[src/rtl/vga_stream_timing.sv]
// vga_stream_timing: parametrised raster timing generator fed by a show-ahead
// pixel source. It waits for a frame-aligned start, recovers from source
// underruns at the next frame boundary, and counts underrun events.
// Optional build macro: VGA_TEST_PATTERN_EN shows eight vertical colour bars
// on active pixels while the stream is not running (IDLE / RESYNC).
module vga_stream_timing #(
  parameter int HDISP  = 800,
  parameter int VDISP  = 480,
  parameter int HFP    = 40,
  parameter int HPULSE = 48,
  parameter int HBP    = 40,
  parameter int VFP    = 13,
  parameter int VPULSE = 3,
  parameter int VBP    = 29,
  parameter bit HS_POL = 1'b0,
  parameter bit VS_POL = 1'b0,
  parameter int RGB_W  = 24,
  parameter int CNT_W  = 16
) (
  input  logic             pixel_clk,
  input  logic             pixel_rst,
  input  logic [RGB_W-1:0] src_data,
  input  logic             src_empty,
  input  logic             src_ready,
  output logic             src_rd,
  output logic             src_flush,
  output logic             HS,
  output logic             VS,
  output logic             BLANK,
  output logic [RGB_W-1:0] RGB,
  output logic             frame_start,
  output logic             running,
  output logic [CNT_W-1:0] underrun_cnt
);

  localparam int HTOTAL = HDISP + HFP + HPULSE + HBP;
  localparam int VTOTAL = VDISP + VFP + VPULSE + VBP;
  localparam int PX_W   = $clog2(HTOTAL);
  localparam int PY_W   = $clog2(VTOTAL);

  // Timing boundaries pre-sized to the counter widths.
  localparam logic [PX_W-1:0] X_ONE  = PX_W'(1);
  localparam logic [PX_W-1:0] X_ACT  = PX_W'(HDISP);
  localparam logic [PX_W-1:0] X_HS0  = PX_W'(HDISP + HFP);
  localparam logic [PX_W-1:0] X_HS1  = PX_W'(HDISP + HFP + HPULSE);
  localparam logic [PX_W-1:0] X_LAST = PX_W'(HTOTAL - 1);
  localparam logic [PY_W-1:0] Y_ONE  = PY_W'(1);
  localparam logic [PY_W-1:0] Y_ACT  = PY_W'(VDISP);
  localparam logic [PY_W-1:0] Y_VS0  = PY_W'(VDISP + VFP);
  localparam logic [PY_W-1:0] Y_VS1  = PY_W'(VDISP + VFP + VPULSE);
  localparam logic [PY_W-1:0] Y_LAST = PY_W'(VTOTAL - 1);
  localparam logic [CNT_W-1:0] CNT_ONE = CNT_W'(1);
  localparam logic [CNT_W-1:0] CNT_MAX = {CNT_W{1'b1}};

  typedef enum logic [1:0] {
    S_IDLE   = 2'd0,
    S_RUN    = 2'd1,
    S_RESYNC = 2'd2
  } state_t;

  logic [PX_W-1:0]  r_px;
  logic [PY_W-1:0]  r_py;
  state_t           r_state;
  state_t           w_state_nx;
  logic             w_active;
  logic             w_frame_end;
  logic             w_hsync;
  logic             w_vsync;
  logic             w_src_rd;
  logic             w_underrun;
  logic [RGB_W-1:0] w_fill;
  logic [RGB_W-1:0] w_rgb_nx;

  logic             r_hs;
  logic             r_vs;
  logic             r_blank;
  logic [RGB_W-1:0] r_rgb;
  logic             r_frame_start;
  logic             r_flush;
  logic             r_running;
  logic [CNT_W-1:0] r_cnt;

  assign w_active    = (r_px < X_ACT) && (r_py < Y_ACT);
  assign w_frame_end = (r_px == X_LAST) && (r_py == Y_LAST);
  assign w_hsync     = (r_px >= X_HS0) && (r_px < X_HS1);
  assign w_vsync     = (r_py >= Y_VS0) && (r_py < Y_VS1);

  // Raster position: px runs every cycle, py advances on px wrap.
  always_ff @(posedge pixel_clk or posedge pixel_rst) begin
    if (pixel_rst) begin
      r_px <= {PX_W{1'b0}};
      r_py <= {PY_W{1'b0}};
    end else if (r_px == X_LAST) begin
      r_px <= {PX_W{1'b0}};
      if (r_py == Y_LAST) begin
        r_py <= {PY_W{1'b0}};
      end else begin
        r_py <= r_py + Y_ONE;
      end
    end else begin
      r_px <= r_px + X_ONE;
    end
  end

  // Stream state register.
  always_ff @(posedge pixel_clk or posedge pixel_rst) begin
    if (pixel_rst) begin
      r_state <= S_IDLE;
    end else begin
      r_state <= w_state_nx;
    end
  end

  // Next-state, pop strobe and underrun detection. Entering RUN only at
  // frame_end guarantees the first pop lands on pixel (0,0).
  always_comb begin
    w_state_nx = r_state;
    w_src_rd   = 1'b0;
    w_underrun = 1'b0;
    case (r_state)
      S_IDLE: begin
        if (w_frame_end && src_ready) begin
          w_state_nx = S_RUN;
        end else begin
          w_state_nx = S_IDLE;
        end
      end
      S_RUN: begin
        if (w_active && src_empty) begin
          w_underrun = 1'b1;
          w_state_nx = S_RESYNC;
        end else begin
          w_src_rd   = w_active;
          w_state_nx = S_RUN;
        end
      end
      S_RESYNC: begin
        if (w_frame_end) begin
          w_state_nx = src_ready ? S_RUN : S_IDLE;
        end else begin
          w_state_nx = S_RESYNC;
        end
      end
      default: begin
        w_state_nx = S_IDLE;
      end
    endcase
  end

  assign src_rd = w_src_rd;

`ifdef VGA_TEST_PATTERN_EN
  localparam int CH_W  = RGB_W / 3;
  localparam int BAR_N = (HDISP / 8 > 0) ? (HDISP / 8) : 1;
  localparam logic [PX_W-1:0] X_BAR  = PX_W'(BAR_N);
  localparam logic [PX_W-1:0] X_BMAX = PX_W'(7);

  logic [PX_W-1:0] w_bar_q;
  logic [2:0]      w_bar_idx;

  // Bar index to colour: white, yellow, cyan, green, magenta, red, blue, black.
  function automatic logic [RGB_W-1:0] bar_color(input logic [2:0] idx);
    logic [2:0] v_rgb;
    case (idx)
      3'd0:    v_rgb = 3'b111;
      3'd1:    v_rgb = 3'b110;
      3'd2:    v_rgb = 3'b011;
      3'd3:    v_rgb = 3'b010;
      3'd4:    v_rgb = 3'b101;
      3'd5:    v_rgb = 3'b100;
      3'd6:    v_rgb = 3'b001;
      default: v_rgb = 3'b000;
    endcase
    return RGB_W'({{CH_W{v_rgb[2]}}, {CH_W{v_rgb[1]}}, {CH_W{v_rgb[0]}}});
  endfunction

  assign w_bar_q = r_px / X_BAR;

  // Clamp the bar index so a display width not divisible by 8 stays black.
  always_comb begin
    if (w_bar_q > X_BMAX) begin
      w_bar_idx = 3'd7;
    end else begin
      w_bar_idx = w_bar_q[2:0];
    end
  end

  assign w_fill = bar_color(w_bar_idx);
`else
  assign w_fill = {RGB_W{1'b0}};
`endif

  // Pixel selection: stream data in RUN, fill (black or bars) otherwise.
  always_comb begin
    w_rgb_nx = {RGB_W{1'b0}};
    if (r_state == S_RUN) begin
      if (w_src_rd) begin
        w_rgb_nx = src_data;
      end else begin
        w_rgb_nx = {RGB_W{1'b0}};
      end
    end else if (w_active) begin
      w_rgb_nx = w_fill;
    end else begin
      w_rgb_nx = {RGB_W{1'b0}};
    end
  end

  // Registered video outputs, flush pulse and saturating underrun counter.
  always_ff @(posedge pixel_clk or posedge pixel_rst) begin
    if (pixel_rst) begin
      r_hs          <= ~HS_POL;
      r_vs          <= ~VS_POL;
      r_blank       <= 1'b0;
      r_rgb         <= {RGB_W{1'b0}};
      r_frame_start <= 1'b0;
      r_flush       <= 1'b0;
      r_running     <= 1'b0;
      r_cnt         <= {CNT_W{1'b0}};
    end else begin
      r_hs          <= w_hsync ? HS_POL : ~HS_POL;
      r_vs          <= w_vsync ? VS_POL : ~VS_POL;
      r_blank       <= w_active;
      r_rgb         <= w_rgb_nx;
      r_frame_start <= (r_px == {PX_W{1'b0}}) && (r_py == {PY_W{1'b0}}) && (r_state == S_RUN);
      r_flush       <= w_underrun;
      r_running     <= (w_state_nx == S_RUN);
      if (w_underrun && (r_cnt != CNT_MAX)) begin
        r_cnt <= r_cnt + CNT_ONE;
      end else begin
        r_cnt <= r_cnt;
      end
    end
  end

  assign HS           = r_hs;
  assign VS           = r_vs;
  assign BLANK        = r_blank;
  assign RGB          = r_rgb;
  assign frame_start  = r_frame_start;
  assign src_flush    = r_flush;
  assign running      = r_running;
  assign underrun_cnt = r_cnt;

endmodule

[config.mk]
export PLATFORM = sky130hd
export DESIGN_NAME = vga_stream_timing
export DESIGN_NICKNAME = d
export VERILOG_FILES = /design/src/rtl/vga_stream_timing.sv
export SDC_FILE = /design/constraint.sdc
export NUM_CORES = 1
export LEC_CHECK = 0
export BUFFER_PORTS_ARGS = -buffer_cell sky130_fd_sc_hd__buf_2
export CORE_MARGIN = 1
export CORE_UTILIZATION = 48
export CTS_CLUSTER_DIAMETER = 120
export CTS_CLUSTER_SIZE = 25
export DETAILED_ROUTE_END_ITERATION = 8
export HOLD_SLACK_MARGIN = 0.03
export PLACE_DENSITY = 0.75
export SYNTH_ARGS = -nofsm -noshare
export SYNTH_HDL_FRONTEND = slang
export SYNTH_SLANG_ARGS = --single-unit
export TNS_END_PERCENT = 50
[constraint.sdc]
create_clock -name pixel_clk -period 2 [get_ports pixel_clk]
set_clock_uncertainty 0.1 [all_clocks]
set_input_delay 0.2 -clock pixel_clk [delete_from_list [all_inputs] [get_ports pixel_clk]]
set_output_delay 0.2 -clock pixel_clk [all_outputs]
set_load 0.05 [all_outputs]
==> impl.org, run 1 <==
** Yosys
- Share of the synthesized netlist area taken by xor and xnor gates :: 6.39%
- The synthesized netlist devotes under 10% of its cell area to adder and majority cells.
- The synthesized netlist occupies a cell area of 3150 sq um.
- When the netlist entered floorplanning its net count stood at about 310.
- After synthesis, the most frequently instantiated cells are sky130_fd_sc_hd__dfrtp_1, sky130_fd_sc_hd__and2_1, sky130_fd_sc_hd__xor2_1.
- The portion of synthesized area spent on multiplexers is under 10%.
- Synthesized netlist cell count :: between 200 and 300
- Number of synthesized flops with an enable pin :: 0
- Yosys cell types :: 56
- Sorting the synthesized cells by area gives the leading types as sky130_fd_sc_hd__dfrtp_1, sky130_fd_sc_hd__xor2_1, sky130_fd_sc_hd__and2_1.
- Dividing the synthesized area by the synthesized cell count gives about 12 sq um.
- Summing the areas of all compound-gate instances in the mapped netlist gives 9.76% of the synthesized area.
- Proportion of netlist area held by the largest area contributor :: 52.4%
- The Yosys step of the flow raised 0 warnings.
- Simple-gate share of the synthesized area :: a little over a fifth
- In the synthesized netlist the async set-or-reset flop fraction comes to between 90% and 100%.
- After synthesis, flip-flops and latches occupy between 50% and 60% of the total area.
- Yosys instantiated no cell more often than sky130_fd_sc_hd__dfrtp_1.
- Main combinational cell family by area after synthesis :: simple AND/OR/NAND/NOR gates
- For this run, the leading register cell type out of synthesis is sky130_fd_sc_hd__dfrtp_1.
- Summed over all instances, the cell type with the most area after synthesis is sky130_fd_sc_hd__dfrtp_1.
- Yosys reg bits :: just under 70

** Min path
- In this run the most critical hold path is launched from src_ready.
- Worst min-delay path class :: input port to register
- Worst Hold Endpoint :: r_state[0]$_DFF_PP0_
- The worst hold path was traced through 4 stages.

** GRT
- Total GRT Usage :: 21.7%
- The via count of the first global-routing pass is 2,539.
- Entering global routing, the biggest net connects 34 pins.
- Summed over all layers, the global routing overflow is 0.
- First-pass GRT wire length :: 11,900 um
- Antenna violations before repair :: 0

** Routing
- Summed over all layers, the routed wires come to about 7000 um.
- Average vias per placed instance :: 5.14
- Met1 wire length :: a little over 3000 um
- The pre-antenna-repair detailed-routing pass consisted of 4 iterations.
- Uppermost layer routed :: met4
- Wire segments on met2 add up to 3510 um in the final route.
- Via count :: approximately 2,500
- Average wire per standard cell :: between 10 and 15 um
- In this run, the number of DRC markers left after iteration 0 of detailed routing was roughly 120.
- Routed length on met3 :: between 300 and 400 um
- For this run, design rule violations remaining after detail routing come to 0.
- Number of nets still failing antenna checks after routing :: 0

** Floorplan
- From bottom edge to top edge, the die measures 83.1 um.
- The die is 83.1 um wide.
- In this run the core area contains 29 standard-cell rows.
- The floorplan step defined a core boundary enclosing between 6000 and 7000 sq um.
- In this run the count of I/O pins placed on the die edge is 75.
- For this configuration, the core starts out at a cell density of between 40% and 50%.
- The die covers around 7000 sq um.

** Place
- Final HPWL DP :: ~4400 um
- At the end of routability-driven placement, the weighted congestion stood at around 0.83.
- During placement, the flow inserted port buffers numbering 74.

** Cells and area
- The sequential cells in the finished layout cover a total of between 1500 and 2000 sq um.
- Of the cells placed in the final design, the portion with a size suffix greater than 1 is approximately 40%.
- After the last flow step, the layout net total stands at roughly 440.
- Layout overhead on the synthesized area :: 37.2%
- The multi-input combinational cells in the finished layout cover a total of about 1400 sq um.
- After filler insertion, the fill cell instance count of the layout stands at ~450.
- 0 antenna diodes ended up in the layout.
- Utilization after layout :: approximately two thirds

** Clock tree
- Clock-pin slew was measured on the worst setup and hold paths at roughly 0.08 ns.
- The clock net in this run drives a total of 68 sinks.
- TritonCTS buffer count :: 9
- Insertion delay of the later-clocked pin in the worst-skew pair :: 0.35 ns
- The tree is rooted in a sky130_fd_sc_hd__clkbuf_8.
- H-Tree Depth :: 3
- Clock tree from TritonCTS :: built
- Counting along the longest clock path gives a buffer depth of 2.

** Worst setup path
- First element of the critical path :: r_px[5]$_DFF_PP0_
- For the worst setup path, the data arrival time is 2.17 ns.
- In this run the critical register-to-register path is launched from r_px[5]$_DFF_PP0_.
- CP max stage delay :: 0.48 ns
- Kind of critical path :: register to register
- STA classifies the critical path endpoint as a register.
- Req. time, crit path :: 2.18 ns
- The slowest stage of the critical path belongs to the cell sky130_fd_sc_hd__or4_4.
- Type of element launching the critical path :: register
- Critical path peak fanout :: 10
- In this run the critical register-to-register path is captured at running$_DFF_PP0_.
- Across all register-to-register paths, the minimum setup slack is around 0.004 ns.
- Crit-path cells :: buf_4, or2_4, or4_4, or3_4, o22ai_1
- Measured in cells, the most critical reg-to-reg path has a length of 5.

** Timing
- The number of max-slew violations in the final report is 0.
- Slew margin rel. :: 61.3%
- Derived from the worst setup path, the maximum achievable clock frequency is approximately 500 MHz.
- Total of endpoints with negative setup slack in the final report :: 0
- Pin slew with the least headroom to its limit :: around 0.58 ns
- For the finished layout, the period the worst path requires is approximately 2.0 ns.
- The number of failing hold endpoints at the final stage is 0.
- Setup repair after global routing could not meet its margin everywhere.
- Of the available clock period, the critical path in the final layout requires between 90% and 100%.
- Final hold slack :: ~0.14 ns

** Power
- Worst supply voltage drop on vdd :: ~0.00046 V
- Total leakage power :: between 2 and 2.5 nW
- Areal power density over the cells :: 606 nW/um^2
- Switching portion of total power :: a little under a quarter
- After layout, the design draws a total of about 2.6 mW.
- Internal power comes to between 2 and 2.5 mW.
- Per report_power, the clock group accounts for approximately 44% of the total.
- The analysis attributes to net switching a power of 609 uW.
- Combinational logic is responsible for ~4% of the overall power.
- Fraction of power consumed by sequential logic :: a little over half

** Job
- Max-cap violations :: 0

** Run status
- The run finished with clean final reports.
==> critical path: cells and delay by family, from the launching register on <==
| family | cells | cell delay (ns) |
|---|---|---|
| simple gates | 3 | 1.13 |
| flops | 1 | 0.41 |
| buf+inv | 1 | 0.15 |
| compound gates | 1 | 0.13 |
==> layout make-up <==
class	instances	area share, %
clock buffers	9	2.86
flip-flops and latches	68	39.7
inverters	12	1.13
clock inverters	7	1.79
repair buffers	128	20.4
multi-input cells	181	31.9
well taps	77	2.23
==> cells by family (layout without fill, tap and decap cells) <==
family                     Yosys count  count (layout)
adders and majority gates            7               7
and+or+nand+nor                    112             112
DFF                                 68              68
buffers and inverters               25             156
muxes                                3               3
xor gates and xnor gates            23              23
AOI/OAI and AO/OA                   36              36
==> repair_timing <==
| item | CTS | global route |
|---|---|---|
| buffers inserted | 6 | 2 |
| hold endpoints to repair | 48 | 0 |
| gates resized for setup | 4 | 7 |
| pin swaps | 2 | 2 |
| hold buffers | 25 | 0 |
| endpoints found under the setup margin | 2 | 14 |
==> how the worst max path moves through the flow <==
stage | to | slack (ns) | cells past startpoint
after floorplan | r_state[0]$_DFF_PP0_ | 0.01 | 6
after global placement | r_state[0]$_DFF_PP0_ | 0.10 | 5
after detailed placement | r_state[0]$_DFF_PP0_ | 0.02 | 5
after CTS | src_rd | -0.05 | 4
after global routing | r_state[0]$_DFF_PP0_ | -0.08 | 5
final | running$_DFF_PP0_ | 0.004 | 5
==> power groups by stage <==
stage,Clock [mW],Combinational [mW],Sequential [mW]
after floorplan,0,0.0239,1.40
after global placement,0,0.0637,1.40
after detailed placement,0,0.0638,1.40
after CTS,1.17,0.103,1.38
after global routing,1.22,0.117,1.38
final,1.14,0.104,1.38
==> sequential cells by signal (all words and copies together), names as in the netlist, 2 cells and up <==
name,flops
RGB,24
underrun_cnt,16
r_px,10
r_py,10
r_state,2
==> per-stage QoR <==
step | instances | worst slack, ns | TNS [ns] | area (sq um)
detailed placement | 433 | 0.0201 | 0 | 3770
global route | 482 | -0.0799 | -0.204 | 4330
floorplan | 274 | 0.0135 | 0 | 3200
global placement | 433 | 0.104 | 0 | 3770
finish | 482 | 0.00402 | 0 | 4330
CTS | 480 | -0.0524 | -0.0524 | 4290
==> cells in the final DEF (no fill, tap or decap), drive strengths merged, types with 3 or more instances in the layout <==
master / count
a2111oi: 6
a211oi: 6
a21oi: 4
and2: 25
and3: 6
buf: 103
clkbuf: 9
clkinv: 5
dfrtp: 66
dlygate4sd3: 25
ha: 7
inv: 11
nand2: 16
nand3: 18
nand4: 7
nor2: 11
nor3: 3
nor4: 5
o21ai: 11
or2: 3
or3: 3
xnor2: 5
xor2: 18
==> routing by layer <==
metal / vias up / GRT usage [%]
li1: 1209 / -
met1: 1181 / 27.5
met2: 73 / 35.6
met3: 13 / 5.27
met4: 0 / 9.25
met5: - / 0
Note: power is estimated with default switching activity, not from simulation.
==> inputs of run 2 (changes only) <==
--- a/config.mk
+++ b/config.mk
@@ -5,14 +5,15 @@
 export SDC_FILE = /design/constraint.sdc
 export NUM_CORES = 1
 export LEC_CHECK = 0
+export ABC_AREA = 1
 export BUFFER_PORTS_ARGS = -buffer_cell sky130_fd_sc_hd__buf_2
 export CORE_MARGIN = 1
-export CORE_UTILIZATION = 48
+export CORE_UTILIZATION = 50
 export CTS_CLUSTER_DIAMETER = 120
 export CTS_CLUSTER_SIZE = 25
 export DETAILED_ROUTE_END_ITERATION = 8
 export HOLD_SLACK_MARGIN = 0.03
-export PLACE_DENSITY = 0.75
+export PLACE_DENSITY = 0.77
 export SYNTH_ARGS = -nofsm -noshare
 export SYNTH_HDL_FRONTEND = slang
 export SYNTH_SLANG_ARGS = --single-unit
==> impl.org, run 2 <==
** Clock tree
- Clock root buffer :: sky130_fd_sc_hd__clkbuf_8
- No sink is reached through more buffers than the 2 on the longest clock path.
- TritonCTS buffer count :: 9
- The later pin in the worst-skew pair is clocked with a latency of approximately 0.35 ns.
- TritonCTS sink count :: a little under 70
- Clock tree from TritonCTS :: built
- The H-tree was split into 3 levels.
- Clock slew at the register clock pins of the worst setup and hold paths :: about 0.08 ns

** Yosys
- Proportion of netlist area held by the largest area contributor :: between 40% and 50%
- Yosys reg bits :: ~70
- Summing the sequential cell areas from Yosys gives between 40% and 50% of the chip area.
- The number of nets in the synthesized netlist is roughly 450.
- Cell accounting for the most synthesized area :: sky130_fd_sc_hd__dfrtp_1
- Area contributors post-synth :: sky130_fd_sc_hd__dfrtp_1, sky130_fd_sc_hd__nand2_1, sky130_fd_sc_hd__nor2_4
- In this run, distinct cell masters in the synthesized netlist total 32.
- Synthesized netlist cell count :: 418
- Async set-reset flop share out of synthesis :: 100%
- In this run, synthesis inferred 0 flip-flops with an integrated enable.
- Mean post-synth cell area :: ~8.9 sq um
- After synthesis the cells add up to around 3700 sq um.
- Most instantiated library cell after synthesis :: sky130_fd_sc_hd__nand2_1
- The most used flip-flop cell after synthesis is sky130_fd_sc_hd__dfrtp_1.
- During synthesis, Yosys emitted a total of 0 warnings.
- The commonest cells after synthesis are sky130_fd_sc_hd__nand2_1, sky130_fd_sc_hd__dfrtp_1, sky130_fd_sc_hd__inv_1.

** Worst setup path
- Req. time, crit path :: 1.70 ns
- Critical path peak fanout :: 5
- The largest single stage delay on the critical path is 0.45 ns.
- The cell that appears most often on the critical path is sky130_fd_sc_hd__nor2_4.
- The most critical setup path has its startpoint at r_py[8]$_DFFE_PP0N_.
- Worst R2R Setup Slack :: roughly 0.23 ns
- Worst reg-to-reg path cell count :: 7
- Highest-delay cell along the critical path :: sky130_fd_sc_hd__dfrtp_1
- Crit-path cells :: nand2_1, nor2_4, nor2_4, nand2_4, nor3_4, buf_6
- Launching point of the worst reg2reg path :: r_py[0]$_DFFE_PP0N_
- The number of buffers and inverters on the critical path is 1.
- Type of element launching the critical path :: register
- Kind of critical path :: register to primary output
- Crit. End Element :: primary output
- The endpoint identified for the worst register-to-register timing path is r_py[4]$_DFFE_PP0N_.
- Data arrives at the worst endpoint at roughly 1.6 ns.
- Cell family contributing the most delay on the critical path :: simple AND/OR/NAND/NOR gates

** Timing
- Count of final max-slew check failures :: 0
- Final hold slack :: slightly below 0.07 ns
- Pin slew with the least headroom to its limit :: roughly 0.64 ns
- Headroom to the max-slew limit came out at roughly 57%.
- Adding up every negative setup slack in the final design gives 0 ns.
- Of the available clock period, the critical path in the final layout requires 94.4%.
- Total of endpoints with negative setup slack in the final report :: 0
- Final min period :: 1.89 ns
- Setup repair after global routing left no endpoint under its margin.
- Peak Freq :: about 530 MHz
- Count of final hold-check violations :: 0

** Power
- Combinational group share of total power :: between 4 and 5%
- The internal portion of the total power is 2.03 mW.
- Areal power density over the cells :: 581 nW/um^2
- Reported net switching power :: 645 uW
- Sequential cells burn between 50% and 60% of the power.
- Switching portion of total power :: about 24%
- The clock network burns 44.0% of the power.
- The analysis attributes to cell leakage a power of 2.51 nW.
- Worst supply voltage drop on vdd :: 0.000444 V

** Cells and area
- The repair_antennas step left the layout with diodes totalling 0.
- The register with the most flip-flops in the layout has 24 of them.
- Layout overhead on the synthesized area :: 24.0%
- The post-route netlist has about 28% of its cells at a drive strength greater than 1.
- The library cells used most frequently in the layout, excluding fill and tap cells, are sky130_fd_sc_hd__nand2_1, sky130_fd_sc_hd__buf_2, sky130_fd_sc_hd__dfrtp_1.
- For this run, the post-layout net count is 559.
- Most common cell after layout, fill and taps aside :: sky130_fd_sc_hd__nand2_1

** Place
- Number of buffers added on ports :: 74
- Detailed placement ended at an HPWL of 5490 um.
- RD Place Congestion :: just over 0.9

** Min path
- The worst hold path terminates at r_state[0]$_DFF_PP0_.
- Worst min-delay path class :: input port to register
- Cell depth of the worst min-delay path :: 3
- Launch point of the worst hold path :: src_ready

** Routing
- The first TritonRoute pass finished after 4 iterations.
- Average wire per standard cell :: 12.6 um
- Average vias per placed instance :: approximately 4.9
- Remaining routing DRC violations :: 0
- Number of nets still failing antenna checks after routing :: 0
- Total wire length :: 7930 um
- Drt initial violations :: around 280
- Via count :: between 3,000 and 4,000

** Run status
- The run finished with clean final reports.

** Floorplan
- The die covers between 7000 and 8000 sq um.
- From left edge to right edge, the die measures 88.2 um.
- Starting density of the core :: about half
- Number of placement rows :: 31
- Die Y-Extent :: 88.2 um
- The core region is 7210 sq um.
- For this design the top-level I/O count stands at 75.

** GRT
- Grt ovf :: 0
- Antenna violations before repair :: 0
- Total GRT Usage :: 22.5%
- The via count of the first global-routing pass was a little under 3,000.
- The first global-routing pass estimated about 13,000 um of wire.
- Maximum number of pins on one net before global-route repair :: 30

** Job
- Across the run, the number of max-cap violations was 0.
-- run 2: cell count changes after synthesis, moves of 5 or more --
| cell | change |
|---|---|
| sky130_fd_sc_hd__o21bai_1 | +8 |
| sky130_fd_sc_hd__and3_1 | -6 |
| sky130_fd_sc_hd__and2_1 | -24 |
| sky130_fd_sc_hd__o21bai_2 | +8 |
| sky130_fd_sc_hd__inv_1 | +54 |
| sky130_fd_sc_hd__buf_2 | -5 |
| sky130_fd_sc_hd__a211oi_1 | -6 |
| sky130_fd_sc_hd__nor2_4 | +24 |
| sky130_fd_sc_hd__nand2_1 | +73 |
| sky130_fd_sc_hd__nand4_1 | +8 |
| sky130_fd_sc_hd__nor2_1 | +36 |
-- run 2: per-stage QoR --
stage,setup slack (ns),util [%],power (mW),area (sq um),std cells
floorplan,0.108,-,1.44,3720,418
finish,0.112,63.9,2.67,4610,628
global placement,0.257,57.4,1.49,4140,587
CTS,0.00789,63.7,2.70,4600,628
detailed placement,0.188,57.4,1.49,4140,587
global route,0.00896,63.9,2.79,4610,628
-- run 2: worst min-delay path: cells and delay by family --
family,cells,cell delay [ns]
buffers and inverters,1,0.11
and+or+nand+nor,1,0.07
AOI/OAI and AO/OA,1,0.08
-- run 2: power groups by stage --
stage | logic (mW) | registers [mW] | clock network, mW
3_3_place_gp | 0.0847 | 1.40 | 0
6_report | 0.124 | 1.37 | 1.18
3_5_place_dp | 0.0856 | 1.40 | 0
4_1_cts | 0.123 | 1.37 | 1.20
2_1_floorplan | 0.0420 | 1.40 | 0
5_1_grt | 0.138 | 1.37 | 1.28
-- run 2: layout make-up --
type | instances | area (sq um)
inverters | 71 | 273
flip-flops and latches | 68 | 1700
multi-input cells | 271 | 1630
repair buffers | 103 | 669
fillers | 584 | 2610
clock inverters | 7 | 81.3
clock buffers | 9 | 124
well taps | 99 | 124
-- run 2: kinds of logic after synthesis --
family	count (synthesis)	share of synthesized area (%)
compound gates	35	6.67
xor+xnor	17	4.01
fa+ha+maj	7	2.36
buf+inv	79	10.3
flops	68	45.9
simple gates	212	30.8
-- run 2: how the worst max path moves through the flow --
stage                                         to  cells after the start  slack, ns
finish                                    src_rd                      6       0.11
floorplan           underrun_cnt[12]$_DFFE_PP0P_                      6       0.11
CTS                                       src_rd                      6      0.008
detailed placement  underrun_cnt[12]$_DFFE_PP0P_                      6       0.19
global route                              src_rd                      6      0.009
global placement    underrun_cnt[12]$_DFFE_PP0P_                      6       0.26
-- run 2: metal layers --
metal	share of wire [%]	vias up	wire length, um	track usage, %
met5	0	-	0	0
met4	2.2	0	174	10.4
met3	6.5	17	512	7.45
met2	49	115	3860	35.9
met1	43	1436	3380	27.6
li1	-	1506	-	-
-- run 2: what timing repair did --
action / 4_1_cts / 5_1_grt
setup endpoints to repair: 0 / 2
gates resized for setup: 0 / 4
hold buffers: 25 / 0
setup buffers: 0 / 0
hold endpoints to repair: 49 / 0
==> inputs of run 3 (changes only) <==
--- a/config.mk
+++ b/config.mk
@@ -8,12 +8,11 @@
 export ABC_AREA = 1
 export BUFFER_PORTS_ARGS = -buffer_cell sky130_fd_sc_hd__buf_2
 export CORE_MARGIN = 1
-export CORE_UTILIZATION = 50
+export CORE_UTILIZATION = 41
 export CTS_CLUSTER_DIAMETER = 120
 export CTS_CLUSTER_SIZE = 25
 export DETAILED_ROUTE_END_ITERATION = 8
 export HOLD_SLACK_MARGIN = 0.03
-export PLACE_DENSITY = 0.77
 export SYNTH_ARGS = -nofsm -noshare
 export SYNTH_HDL_FRONTEND = slang
 export SYNTH_SLANG_ARGS = --single-unit
==> impl.org, run 3 (synthesized netlist as in run 2, its figures left out) <==
** Clock tree
- The clock reaches the later pin of the worst-skew pair after 0.34 ns.
- The H-tree was split into 3 levels.
- Clock tree from TritonCTS :: built
- Clock slew at the register clock pins of the worst setup and hold paths :: roughly 0.070 ns
- Buffers from clock root to sink, at most :: 2
- The cell sitting at the root of the clock tree is a sky130_fd_sc_hd__clkbuf_8.
- The clock drives 68 sinks.
- Clock tree synthesis inserted a total of 9 buffers.

** Timing
- The number of max-slew violations in the final report came to 0.
- Setup TNS Final :: 0 ns
- The number of failing hold endpoints at the final stage was 0.
- Slew margin rel. :: about three fifths
- Setup repair after global routing missed its margin :: no
- Across all setup checks in the final design, the least slack found is around 0.13 ns.
- Peak Freq :: approximately 530 MHz
- Final hold analysis gives a worst-case slack of around 0.070 ns.
- Pin slew with the least headroom to its limit :: 0.576 ns
- Final min period :: 1.87 ns
- Setup violations remaining at the end of the flow were counted as 0.
- In the finished design, the share of the clock period the worst path needs comes to ~94%.

** GRT
- Antenna violations before repair :: 0
- Maximum number of pins on one net before global-route repair :: 69
- Grt ovf :: 0
- Vias in the first global route :: between 2,000 and 3,000
- Total GRT Usage :: between 10% and 20%
- First-pass GRT wire length :: between 10,000 and 15,000 um

** Min path
- The tightest min-delay check is of the input port to register type.

** Power
- Dividing total power by cell area gives a power density of 597 nW/um^2.
- In this run, the clock network consumes a little under half of the power.
- In this run, flip-flops and latches consume about 50% of the power.
- For this design the static power due to leakage is approximately 2.5 nW.
- Across the VDD grid, the largest voltage drop is 0.000315 V.
- Post-layout total power :: 2.76 mW
- Switching portion of total power :: ~22%
- Of the total power, combinational logic draws 4.3%.
- Reported net switching power :: roughly 590 uW
- Design internal power :: between 2 and 2.5 mW

** Routing
- Average wire per standard cell :: 12.0 um
- The first detailed-routing pass ran for 5 iterations.
- Average vias per placed instance :: ~4.7
- After detailed routing, the number of remaining DRC violations is 0.
- For this block, the initial DRC count from the detailed router was ~110.
- Total wire length :: between 7000 and 8000 um
- Across all layers, the routed design uses slightly below 3,000 vias.
- The count of nets left with antenna violations once routing finished came out at 0.

** Worst setup path
- The worst setup path is captured at a primary output.
- Type of element launching the critical path :: register
- For the worst setup path, the data required time is roughly 1.7 ns.
- Kind of critical path :: register to primary output
- Critical path peak fanout :: 7
- Worst Path Arrival :: ~1.6 ns

** Floorplan
- DIE WIDTH :: ~97 um
- Die Y-Extent :: between 90 and 100 um
- I/O pins :: 75
- Starting density of the core :: about 42%
- The core region is 8760 sq um.
- The floorplan has 34 rows.
- Die outline area :: ~9400 sq um

** Cells and area
- After the last flow step, the layout net total stands at about 560.
- Max FFs per register :: 24
- # fillers :: 797
- Cells fill between 50% and 60% of the core in the end.
- Layout overhead on the synthesized area :: 24.6%
- Leaving out fill and tap cells, the most frequent cell in the layout is sky130_fd_sc_hd__nand2_1.
- N_diodes :: 0
- Most used cells in the layout excluding fill and tap cells :: sky130_fd_sc_hd__nand2_1, sky130_fd_sc_hd__buf_2, sky130_fd_sc_hd__dfrtp_1
- Cells with a size suffix above 1 make up 27.7% of the layout.

** Place
- RD Place Congestion :: 0.824
- Place WS :: around 0.22 ns
- Final HPWL DP :: about 5400 um
- Number of buffers added on ports :: 74

** Run status
- Status :: finished, final reports clean

** Job
- Max-cap violations :: 0
[run 3: changes by cell type in the layout (fill, tap and decap cells not counted), sizes merged]
cell / change
buf: -1
bufinv: +1
clkbuf: +1
clkinvlp: +2
inv: -4
[run 3: path summary, 6_finish.rpt]
kind | startpoint | to | slack, ns | cells after the start
hold / removal | src_ready | r_state[0]$_DFF_PP0_ | 0.07 | 3
max in group asynchronous | pixel_rst | VS$_DFF_PP1_ | 1.08 | 4
min in group asynchronous | pixel_rst | RGB[5]$_DFF_PP0_ | 0.40 | 4
setup / recovery | r_px[6]$_DFF_PP0_ | src_rd | 0.13 | 6
hold reg to reg | r_px[0]$_DFF_PP0_ | r_px[0]$_DFF_PP0_ | 0.40 | 1
setup reg to reg | underrun_cnt[0]$_DFFE_PP0P_ | underrun_cnt[12]$_DFFE_PP0P_ | 0.19 | 6
[run 3: layout make-up]
cell class / count / area (sq um) / share of cell area (%)
tap: 108 / 135 / 2.92
inverter: 71 / 273 / 5.89
clock buffer: 10 / 138 / 2.97
timing repair buffer: 102 / 662 / 14.3
clock inverter: 6 / 87.6 / 1.89
multi-input combinational: 271 / 1630 / 35.2
sequential: 68 / 1700 / 36.8
[run 3: repair_timing]
item | 4_1_cts | 5_1_grt
endpoints found under the setup margin | 0 | 1
hold buffers | 25 | 0
setup buffers | 0 | 0
gates resized for setup | 0 | 3
endpoints found under the hold margin | 90 | 0
[run 3: metal layers]
metal	up-vias	GRT usage, %	wire length, um	part of all wire [%]
li1	1504	-	-	-
met1	1391	22.7	3440	45
met2	78	27.5	3550	47
met3	8	5.47	566	7.4
met4	0	5.86	79	1.0
met5	-	0	0	0
[run 3: power by group through the flow]
stage                     combinational (mW)  sequential [mW]  clock, mW
after global placement                0.0834             1.40          0
after CTS                              0.121             1.37       1.32
after floorplan                       0.0420             1.40          0
after global routing                   0.134             1.37       1.37
after detailed placement              0.0845             1.40          0
final                                  0.120             1.37       1.27
[run 3: critical path: stages (launching register included)]
cell	delay [ns]
sky130_fd_sc_hd__dfrtp_1	0.48
sky130_fd_sc_hd__nor2_4	0.15
sky130_fd_sc_hd__nand2_2	0.07
sky130_fd_sc_hd__nand2_4	0.08
sky130_fd_sc_hd__nand2_4	0.06
sky130_fd_sc_hd__nor3_4	0.20
sky130_fd_sc_hd__buf_6	0.20
[run 3: through the flow]
stage,area (sq um),instances
floorplan,3720,418
global placement,4150,595
detailed placement,4150,595
CTS,4620,636
global route,4630,636
finish,4630,636
